**config.mk**
```make
export PLATFORM = sky130hd
export DESIGN_NAME = alsu_pipe
export DESIGN_NICKNAME = d
export VERILOG_FILES = /design/src/rtl/alsu_pipe.sv
export SDC_FILE = /design/constraint.sdc
export NUM_CORES = 1
export LEC_CHECK = 0
export ABC_AREA = 1
export BUFFER_PORTS_ARGS = -buffer_cell sky130_fd_sc_hd__buf_2
export CORE_MARGIN = 3
export CORE_UTILIZATION = 25
export CTS_CLUSTER_SIZE = 24
export DETAILED_ROUTE_END_ITERATION = 6
export GPL_ROUTABILITY_DRIVEN = 0
export PLACE_DENSITY_LB_ADDON = 0.25
export SETUP_SLACK_MARGIN = 0.1
export SYNTH_ARGS = -nofsm -noshare
export SYNTH_HDL_FRONTEND = slang
export SYNTH_SLANG_ARGS = --single-unit
export TNS_END_PERCENT = 100
```
**constraint.sdc**
```tcl
create_clock -name clk -period 5.2 [get_ports clk]
set_input_delay 1.04 -clock clk [delete_from_list [all_inputs] [get_ports clk]]
set_output_delay 1.04 -clock clk [all_outputs]
set_load 0.05 [all_outputs]
```
**src/rtl/alsu_pipe.sv**
```systemverilog
// alsu_pipe: two-stage pipelined ALSU (AND/XOR/ADD/MULT/SHIFT/ROTATE) with an error LED blinker.
// Optional feature: define ALSU_ERR_CNT_EN to add the saturating err_cnt output.
module alsu_pipe #(
   parameter int WIDTH          = 3,
   parameter     INPUT_PRIORITY = "A",
   parameter bit FULL_ADDER     = 1'b1,
   parameter int LEDS_W         = 16,
   parameter int BLINK_DIV      = 4
) (
   input  logic                 clk,
   input  logic                 rst_n,
   input  logic                 valid_in,
   input  logic [WIDTH-1:0]     A,
   input  logic [WIDTH-1:0]     B,
   input  logic [2:0]           opcode,
   input  logic                 cin,
   input  logic                 serial_in,
   input  logic                 direction,
   input  logic                 red_op_A,
   input  logic                 red_op_B,
   input  logic                 bypass_A,
   input  logic                 bypass_B,
   output logic                 valid_out,
   output logic [2*WIDTH-1:0]   out,
   output logic                 err,
`ifdef ALSU_ERR_CNT_EN
   output logic [7:0]           err_cnt,
`endif
   output logic [LEDS_W-1:0]    leds
);

   localparam int OW     = 2 * WIDTH;
   localparam bit PRIO_B = (INPUT_PRIORITY == "B");
   localparam int CNT_W  = (BLINK_DIV > 1) ? $clog2(BLINK_DIV) : 1;
   localparam logic [CNT_W-1:0] CNT_LAST = CNT_W'(BLINK_DIV - 1);

   logic [WIDTH-1:0] a_reg, b_reg;
   logic [2:0]       op_reg;
   logic             cin_reg, ser_reg, dir_reg;
   logic             red_a_reg, red_b_reg, byp_a_reg, byp_b_reg;
   logic             v1_reg;
   logic [CNT_W-1:0] blink_cnt_reg;

   logic [OW-1:0]    a_ext, b_ext, carry, sum, prod, red_ext, result_next;
   logic [WIDTH-1:0] red_src;
   logic             red_bit, reducing, invalid, err_next;

   assign a_ext    = {{WIDTH{1'b0}}, a_reg};
   assign b_ext    = {{WIDTH{1'b0}}, b_reg};
   assign carry    = FULL_ADDER ? {{(OW-1){1'b0}}, cin_reg} : '0;
   assign sum      = a_ext + b_ext + carry;
   assign prod     = a_ext * b_ext;
   assign reducing = red_a_reg | red_b_reg;

   // With both reduce flags set, the preferred operand is reduced.
   assign red_src  = (red_a_reg && red_b_reg) ? (PRIO_B ? b_reg : a_reg)
                   : (red_a_reg ? a_reg : b_reg);
   assign red_bit  = op_reg[0] ? ^red_src : &red_src;
   assign red_ext  = {{(OW-1){1'b0}}, red_bit};
   assign invalid  = (op_reg[2] & op_reg[1]) | (reducing & (op_reg[2:1] != 2'b00));

   always_comb begin
      result_next = out;
      err_next    = 1'b0;
      if (byp_a_reg && byp_b_reg) begin
         result_next = PRIO_B ? b_ext : a_ext;
      end else if (byp_a_reg) begin
         result_next = a_ext;
      end else if (byp_b_reg) begin
         result_next = b_ext;
      end else if (invalid) begin
         result_next = '0;
         err_next    = 1'b1;
      end else begin
         case (op_reg)
            3'b000:  result_next = reducing ? red_ext : (a_ext & b_ext);
            3'b001:  result_next = reducing ? red_ext : (a_ext ^ b_ext);
            3'b010:  result_next = sum;
            3'b011:  result_next = prod;
            3'b100:  result_next = dir_reg ? {out[OW-2:0], ser_reg} : {ser_reg, out[OW-1:1]};
            3'b101:  result_next = dir_reg ? {out[OW-2:0], out[OW-1]} : {out[0], out[OW-1:1]};
            default: result_next = '0;
         endcase
      end
   end

   always_ff @(posedge clk or negedge rst_n) begin
      if (!rst_n) begin
         a_reg         <= '0;
         b_reg         <= '0;
         op_reg        <= '0;
         cin_reg       <= 1'b0;
         ser_reg       <= 1'b0;
         dir_reg       <= 1'b0;
         red_a_reg     <= 1'b0;
         red_b_reg     <= 1'b0;
         byp_a_reg     <= 1'b0;
         byp_b_reg     <= 1'b0;
         v1_reg        <= 1'b0;
         valid_out     <= 1'b0;
         out           <= '0;
         err           <= 1'b0;
         leds          <= '0;
         blink_cnt_reg <= '0;
      end else begin
         v1_reg    <= valid_in;
         valid_out <= v1_reg;
         if (valid_in) begin
            a_reg     <= A;
            b_reg     <= B;
            op_reg    <= opcode;
            cin_reg   <= cin;
            ser_reg   <= serial_in;
            dir_reg   <= direction;
            red_a_reg <= red_op_A;
            red_b_reg <= red_op_B;
            byp_a_reg <= bypass_A;
            byp_b_reg <= bypass_B;
         end
         if (v1_reg) begin
            out <= result_next;
            err <= err_next;
         end
         // A good op silences the blinker; otherwise it free-runs while err is held.
         if (v1_reg && !err_next) begin
            leds          <= '0;
            blink_cnt_reg <= '0;
         end else if (err) begin
            if (blink_cnt_reg == CNT_LAST) begin
               blink_cnt_reg <= '0;
               leds          <= ~leds;
            end else begin
               blink_cnt_reg <= blink_cnt_reg + 1'b1;
            end
         end
      end
   end

`ifdef ALSU_ERR_CNT_EN
   always_ff @(posedge clk or negedge rst_n) begin
      if (!rst_n)
         err_cnt <= '0;
      else if (v1_reg && err_next && (err_cnt != 8'hFF))
         err_cnt <= err_cnt + 8'd1;
   end
`endif

endmodule

```
; Yosys cells after proc, flatten, opt, wreduce, memory -nomap -nowiden
; Cells that the tools add are included.
[totals]
wordCells = 66
output_inout_bits = 24
input_bits = 19
regBits = 43
[classes]
eq_ne = 6
reduce_logical = 11
mux = 22
bitwise = 7
add_sub_neg = 3
n_mul = 1
[ops]
columns = op, n
row1 = 16-bit two-way mux, 3
row2 = 6-bit two-way mux, 6
row3 = 6-bit case mux with 6 select lines, 1
row4 = 16-bit NOT, 1
row5 = 3-bit two-way mux, 4
row6 = 3-bit by 2-bit == test with 1-bit output (second input constant), 2
row7 = 3-bit == test (second input constant), 2
row8 = 3-bit by 3-bit multiplier with 6-bit output, 1
row9 = 2-bit two-way mux, 3
row10 = 2-bit nonzero test, 3
row11 = 4-bit by 1-bit adder with 5-bit output, 1
row12 = 1-bit two-way mux, 5
row13 = 3-bit by 3-bit adder with 4-bit output, 1
row14 = 3-bit bitwise AND, 1
row15 = 3-bit by 1-bit == test with 1-bit output (second input constant), 1
row16 = 1-bit logical AND, 3
row17 = 3-bit logical NOT, 1
row18 = 3-bit AND reduction, 1
row19 = 3-bit parity, 1
row20 = 3-bit XOR, 1
row21 = 2-bit by 1-bit adder with 2-bit output (second input constant), 1
row22 = 1-bit bitwise AND, 2
row23 = 2-bit == test (second input constant), 1
row24 = 1-bit bitwise OR, 2
row25 = other kinds (2), 2

; Logic depth before layout (Yosys ltp)
; Gate-level depths: netlist (run 1).
[depth]
word_depth = 11
ltp_mapped = 15

; Worst setup path after synthesis (run 1)
; OpenSTA, ideal clock, no wires.
[synth_timing]
path_type = flip-flop to flip-flop
start = reg a_reg[1]
end = reg out[4]
required_ns = 5.079
slack_ns = 3.021
stages_incl_launch_ff = 9
arrival_time_ns = 2.059
setup_time_ns = 0.121
synth_period_minus_slack_ns = 2.179
path_cell_list = dfrtp_1 ha_1 xnor2_1 ha_1 ha_1 fa_1 xnor2_1 o22ai_1 a22o_1
[synth_between]
elab_chain_len = 7
elab_cells_between_ends = 8
classes_between = add/sub: 2 / mul: 1 / mux: 5
[synth_lines]
columns = item, line_no
row1 = "start, declared", 37  ; logic [WIDTH-1:0] a_reg, b_reg;
row2 = "start signal, assigned", 89  ; a_reg <= '0;
row3 = "start signal, assigned", 109  ; a_reg <= A;
row4 = 3-bit by 3-bit adder with 4-bit output, 51  ; assign sum = a_ext + b_ext + carry;
row5 = 4-bit by 1-bit adder with 5-bit output, 51
row6 = 6-bit case mux with 6 select lines *, 75  ; case (op_reg)
row7 = 6-bit two-way mux *, 71  ; end else if (invalid) begin
row8 = 6-bit two-way mux *, 69  ; end else if (byp_b_reg) begin
row9 = 6-bit two-way mux *, 67  ; end else if (byp_a_reg) begin
row10 = 6-bit two-way mux *, 65  ; if (byp_a_reg && byp_b_reg) begin
row11 = "end signal, assigned", 121  ; out <= result_next;
row12 = "end, declared", 24  ; output logic [2*WIDTH-1:0] out,
; Mark *: on every way between the ends. The rest lies on a longest branch, timed or not.
; A chain may end at the register's enable or synchronous reset.

; Worst setup path after layout (run 1)
[layout_timing]
start = reg a_reg[1]
end = reg out[3]
; Same word-level chain as after synthesis.

==> impl_metrics.py, run 1 <==
metrics = {
    "run": {
        "maxCapViolCount": 0,
    },
    "floorplanning": {
        "fp.dieH_um": 104,
        "start_util_pct": 25.8,
        "pin_count": 43,
        "dieArea_um2": 10800,
        "coreArea_um2": 9280,
        "fp.dieW_um": 104,
        "rows": 35,
    },
    "clock_network": {
        "root_buffer": "clkbuf_8",
        "ctsHoldBuffers": 0,
        "clk_latency_ps": 300,
        "post_cts_buffers": 0,
        "clk_path_buf_depth": 2,
        "cts_resized": 0,
        "htree_levels": 2,
        "cts_made_buffers": 5,
        "cts.reportedPaths.clkPinSlew_ps": 100,
        "cts.sink_count": 43,
        "cts_tree": "done",
    },
    "yosys": {
        "synth_flop_cell": "dfrtp_1",
        "yosys-top-cells-count": "86 x nand2_1, 43 x dfrtp_1, 32 x o21ai_0",
        "synth_most_common_cell": "nand2_1",
        "yosys_warnings": 0,
        "avgSynthCellArea_um2": 8.42,
        "yosysTopAreaCell": "dfrtp_1",
        "yosysTopAreaCellShare_pct": 44.9,
        "syn_area_um2": 2400,
        "synth_area_leaders": "dfrtp_1 45%, nand2_1 13%, o21ai_0 6.7%",
        "synth_cell_type_count": 28,
        "ys_seq_elements": 43,
        "async_flop_share_pct": 100,
        "ys_seq_area_share_pct": 44.9,
        "syn-instance-count": 285,
        "syn_nets": 319,
        "synth_edf_count": 0,
    },
    "power": {
        "power.switching_w": 0.000417,
        "p_int_w": 0.000617,
        "seq_power_share_pct": 42.2,
        "p_clk_share_pct": 26.1,
        "power_density_nw_per_um2": 365,
        "combPwrFrac_pct": 31.7,
        "ir_worst_vdd_mv": 0.123,
        "power_leakage_nw": 1.46,
        "swShare_pct": 40.3,
    },
    "route": {
        "wl_per_cell_um": 12.2,
        "ant_nets": 0,
        "first_iter_violations": 119,
        "drc": 0,
        "totalWireLength_um": 5600,
        "vias": 1979,
        "dr.pass1.iters": 4,
        "vias_per_cell": 4.33,
    },
    "placement": {
        "dp_hpwl_um": 4210,
        "place_inst": 449,
        "portBuffers": 42,
        "placed_area_um2": 2720,
    },
    "worst_setup_path": {
        "cp.arrival_ps": 2510,
        "cp-end-kind": "flip-flop",
        "crit_required_ps": 5380,
        "worstSetupStartpointType": "flip-flop",
        "setup.worst_path.class": "flip-flop to flip-flop",
        "crit_fanout": 7,
    },
    "timing": {
        "min_period_over_period_pct": 44.8,
        "hold_ws_ps": 477,
        "hold_viol": 0,
        "skew_ps": 11.5,
        "setup_tns_ps": 0,
        "period_minus_slack_ps": 2330,
        "setup_viol": 0,
        "worst_pin_slew_ps": 966,
        "timing.fmax_mhz": 429,
        "relSlewSlack_pct": 35.6,
        "slew_viol_final": 0,
        "grt_setup_unrepaired": "false",
    },
    "global_routing": {
        "grt_max_degree": 44,
        "grt_pass1_wl_um": 9670,
        "overflow": 0,
        "gr-usage-all-layers_pct": 10.8,
        "grt_pass1_vias": 1978,
        "antenna_found_initial": 0,
    },
    "final_layout": {
        "reg_top3": "leds: 16 flops, out: 6 flops",
        "fin_util_pct": 30.5,
        "drive_gt1_share_pct": 23.2,
        "final_cells": 457,
        "regMostFlops": "leds",
        "area_growth_pct": 17.9,
        "nNetsFinal": 361,
        "num-fill-cells": 1040,
        "stdcell_area_um2": 2830,
        "largest_reg_flops": 16,
        "diodes": 0,
    },
    "hold_path": {
        "min_path_type": "flip-flop to flip-flop",
    },
    "status": {
        "status": "finished clean",
    },
}
[worst paths after layout]
check,depth (start not counted),slack (ps),from,endpoint
hold reg to reg,1,480,leds[9],leds[9]
max in group asynchronous,1,3710,rst_n,red_b_reg
setup / recovery,9,2870,a_reg[1],out[3]
setup reg to reg,9,2870,a_reg[1],out[3]
min in group asynchronous,1,890,rst_n,out[4]
hold / removal,1,480,leds[9],leds[9]
[critical path: stages, from the launching register on]
cell	delay, ps
dfrtp_1	480
ha_1	270
xnor2_1	170
ha_1	250
ha_1	220
fa_1	430
nand2_1	70
o21ai_0	60
o21ai_0	150
o21ai_0	100
[area by class of cell]
| class | instances | area (µm²) | share of cell area, % |
|---|---|---|---|
| Sequential cell | 43 | 1080 | 38.0 |
| Clock buffer | 5 | 68.8 | 2.43 |
| Inverter | 33 | 126 | 4.47 |
| Multi-Input combinational cell | 202 | 1140 | 40.4 |
| Tap cell | 129 | 161 | 5.71 |
| Timing Repair Buffer | 42 | 210 | 7.43 |
| Clock inverter | 3 | 43.8 | 1.55 |
[layer usage]
layer	vias up	GRT usage [%]	part of all wire, %
met3	7	2.11	3.3
met2	35	17.3	46
met1	933	14.7	49
met5	-	0	0
li1	1004	-	-
met4	0	3.61	1.5
[cell usage in the layout, fill, tap and decap left out, types with 2 or more instances in the layout]
| cell type | synthesis | final |
|---|---|---|
| nand2_2 | 2 | 2 |
| inv_1 | 30 | 30 |
| nor2_1 | 9 | 9 |
| o21ai_0 | 32 | 32 |
| dfrtp_1 | 43 | 43 |
| nand3_1 | 14 | 14 |
| fa_1 | 3 | 3 |
| nand2_1 | 86 | 86 |
| clkbuf_8 | 0 | 5 |
| mux2_2 | 4 | 4 |
| xnor2_1 | 2 | 2 |
| buf_2 | 0 | 42 |
| a21oi_1 | 13 | 13 |
| inv_2 | 2 | 2 |
| ha_1 | 12 | 12 |
| o21ai_2 | 12 | 12 |
| nor3_1 | 3 | 3 |
| or2_2 | 2 | 2 |
[metrics by stage]
| step | power [W] | setup WS, ps |
|---|---|---|
| after CTS | 0.00105 | 2890 |
| final | 0.00103 | 2870 |
| after detailed placement | 0.000775 | 2910 |
| after floorplan | 0.000688 | 3020 |
| after global routing | 0.00110 | 2740 |
| after global placement | 0.000772 | 2930 |
[power groups by stage]
stage | logic, W | registers [W] | clock network [W]
2_1_floorplan | 0.000133 | 0.000556 | 0
3_3_place_gp | 0.000330 | 0.000442 | 0
3_5_place_dp | 0.000332 | 0.000443 | 0
4_1_cts | 0.000332 | 0.000437 | 0.000278
5_1_grt | 0.000361 | 0.000447 | 0.000288
6_report | 0.000328 | 0.000436 | 0.000270
[logic make-up after synthesis]
group	share of synthesized area [%]
buffers and inverters	7.51
AND/OR/NAND/NOR	20.2
flip-flops	44.9
adder cells (fa/ha/maj)	8.76
AO/OA/AOI/OAI	15.7
XOR/XNOR	1.10
multiplexers	1.88
Note: power is estimated with default switching activity, not from simulation.
==> inputs of run 2 (changes only) <==
==> constraint.sdc (replaced) <==
create_clock -name clk -period 2.2 [get_ports clk]
set_input_delay 0.44 -clock clk [delete_from_list [all_inputs] [get_ports clk]]
set_output_delay 0.44 -clock clk [all_outputs]
set_load 0.05 [all_outputs]
==> impl_metrics.py, run 2 (synthesis gave the netlist of run 1 again) <==
metrics = {
    "status": {
        "status": "finished clean",
    },
    "final_layout": {
        "regMostFlops": "leds",
        "stdcell_area_um2": 2910,
        "area_growth_pct": 21.2,
        "num-fill-cells": 1032,
        "nNetsFinal": 368,
        "drive_gt1_share_pct": 26.9,
        "final_common_cell": "nand2_1",
        "largest_reg_flops": 16,
        "diodes": 0,
        "reg_top3": "leds: 16 flops, out: 6 flops",
        "final_cell_mix": "86 x nand2_1, 42 x buf_2, 41 x dfrtp_1, 30 x inv_1, 27 x o21ai_0",
    },
    "timing": {
        "min_period_over_period_pct": 93.6,
        "worst_pin_slew_ps": 495,
        "hold_viol": 0,
        "slew_viol_final": 0,
        "period_minus_slack_ps": 2060,
        "setup_tns_ps": 0,
        "setup_viol": 0,
        "worst_slack_ps": 141,
        "timing.fmax_mhz": 486,
        "skew_ps": 8.32,
        "relSlewSlack_pct": 67.0,
        "grt_setup_unrepaired": "true",
    },
    "clock_network": {
        "cts.sink_count": 43,
        "clk_path_buf_depth": 2,
        "cts_made_buffers": 5,
        "htree_levels": 2,
        "cts_tree": "done",
        "cts.reportedPaths.clkPinSlew_ps": 90,
        "root_buffer": "clkbuf_8",
        "clk_latency_ps": 300,
    },
    "global_routing": {
        "grt_pass1_wl_um": 10000,
        "grt_pass1_vias": 2067,
        "overflow": 0,
        "grt_max_degree": 30,
        "antenna_found_initial": 0,
        "gr-usage-all-layers_pct": 11.2,
    },
    "power": {
        "power_w": 0.00246,
        "power_density_nw_per_um2": 847,
        "ir_worst_vdd_mv": 0.292,
        "power_leakage_nw": 1.49,
    },
    "worst_setup_path": {
        "crit_chain": "ha_4, xnor2_1, ha_1, ha_2, fa_2, xnor2_1, o22ai_1, a22o_1",
        "max_stage_delay_ps": 440,
        "cp-end-kind": "flip-flop",
        "cp_num_buf_inv": 0,
        "setup.worst_path.class": "flip-flop to flip-flop",
        "path_common_cell": "xnor2_1",
        "cpLargestDelayFamily": "adder cells",
        "worstSetupStartpointType": "flip-flop",
        "crit_slowest_cell": "dfrtp_2",
        "crit_required_ps": 2400,
        "crit_fanout": 2,
        "reg2reg_depth": 8,
        "cp.arrival_ps": 2260,
        "worst-path-stages": 8,
    },
    "floorplanning": {
        "rows": 35,
        "start_util_pct": 25.8,
        "fp.dieH_um": 104,
        "pin_count": 43,
        "fp.dieW_um": 104,
        "dieArea_um2": 10800,
        "coreArea_um2": 9280,
    },
    "route": {
        "wl_per_cell_um": 12.5,
        "ant_nets": 0,
        "vias": 2007,
        "first_iter_violations": 67,
        "totalWireLength_um": 5800,
        "dr.pass1.iters": 4,
        "drc": 0,
        "vias_per_cell": 4.33,
    },
    "placement": {
        "dp_hpwl_um": 4440,
        "portBuffers": 42,
        "post-place-ws_ps": 87.0,
        "placed_area_um2": 2780,
    },
    "hold_path": {
        "min_path_type": "primary input to asynchronous set/reset pin",
    },
    "run": {
        "maxCapViolCount": 0,
    },
}
-- run 2: repair_timing --
action,4_1_cts,5_1_grt
gates resized for setup,3,7
hold buffers,0,0
pin swaps,1,5
setup endpoints to repair,2,4
endpoints found under the hold margin,0,0
buffers inserted,0,0
-- run 2: per-layer routing --
layer  global-route usage (%)  vias to the layer above  wire [µm]
li1                         -                     1019          -
met1                     15.2                      945       2900
met2                     18.3                       34       2660
met3                     1.80                        9        144
met4                     3.51                        0         98
met5                        0                        -          0
-- run 2: stage by stage --
stage | cells | hold slack [ps] | util (%)
after floorplan | 285 | 144 | -
after global placement | 456 | 434 | 29.9
after detailed placement | 456 | 450 | 29.9
after CTS | 464 | 119 | 31.1
after global routing | 464 | 124 | 31.3
final | 464 | 91.4 | 31.3
-- run 2: path summary, 6_finish.rpt --
path / start / to / slack (ps)
min in group clk: A[2] / a_reg[2] / 330
hold / removal: rst_n / out[1] / 90
hold reg to reg: leds[12] / leds[12] / 480
max in group asynchronous: rst_n / out[3] / 1550
setup reg to reg: a_reg[1] / out[4] / 140
setup / recovery: a_reg[1] / out[4] / 140
-- run 2: power breakdown --
group	total [W]	internal (W)	switching (W)
Clock	0.000633	0.000339	0.000294
Sequential	0.00103	0.000907	0.000119
Combinational	0.000805	0.000228	0.000576
-- run 2: cell type report --
cell class	instances	area, µm²	share of cell area [%]
multi-input cells	202	1170	40.1
flip-flops and latches	43	1080	37.1
repair buffers	49	263	9.04
well taps	129	161	5.55
inverters	33	126	4.35
clock buffers	5	68.8	2.37
clock inverters	3	43.8	1.51
-- run 2: worst reg2reg max path: stages, from the launching register on --
cell,delay (ps)
dfrtp_2,440
ha_4,170
xnor2_1,120
ha_1,290
ha_2,190
fa_2,330
xnor2_1,150
o22ai_1,80
a22o_1,190
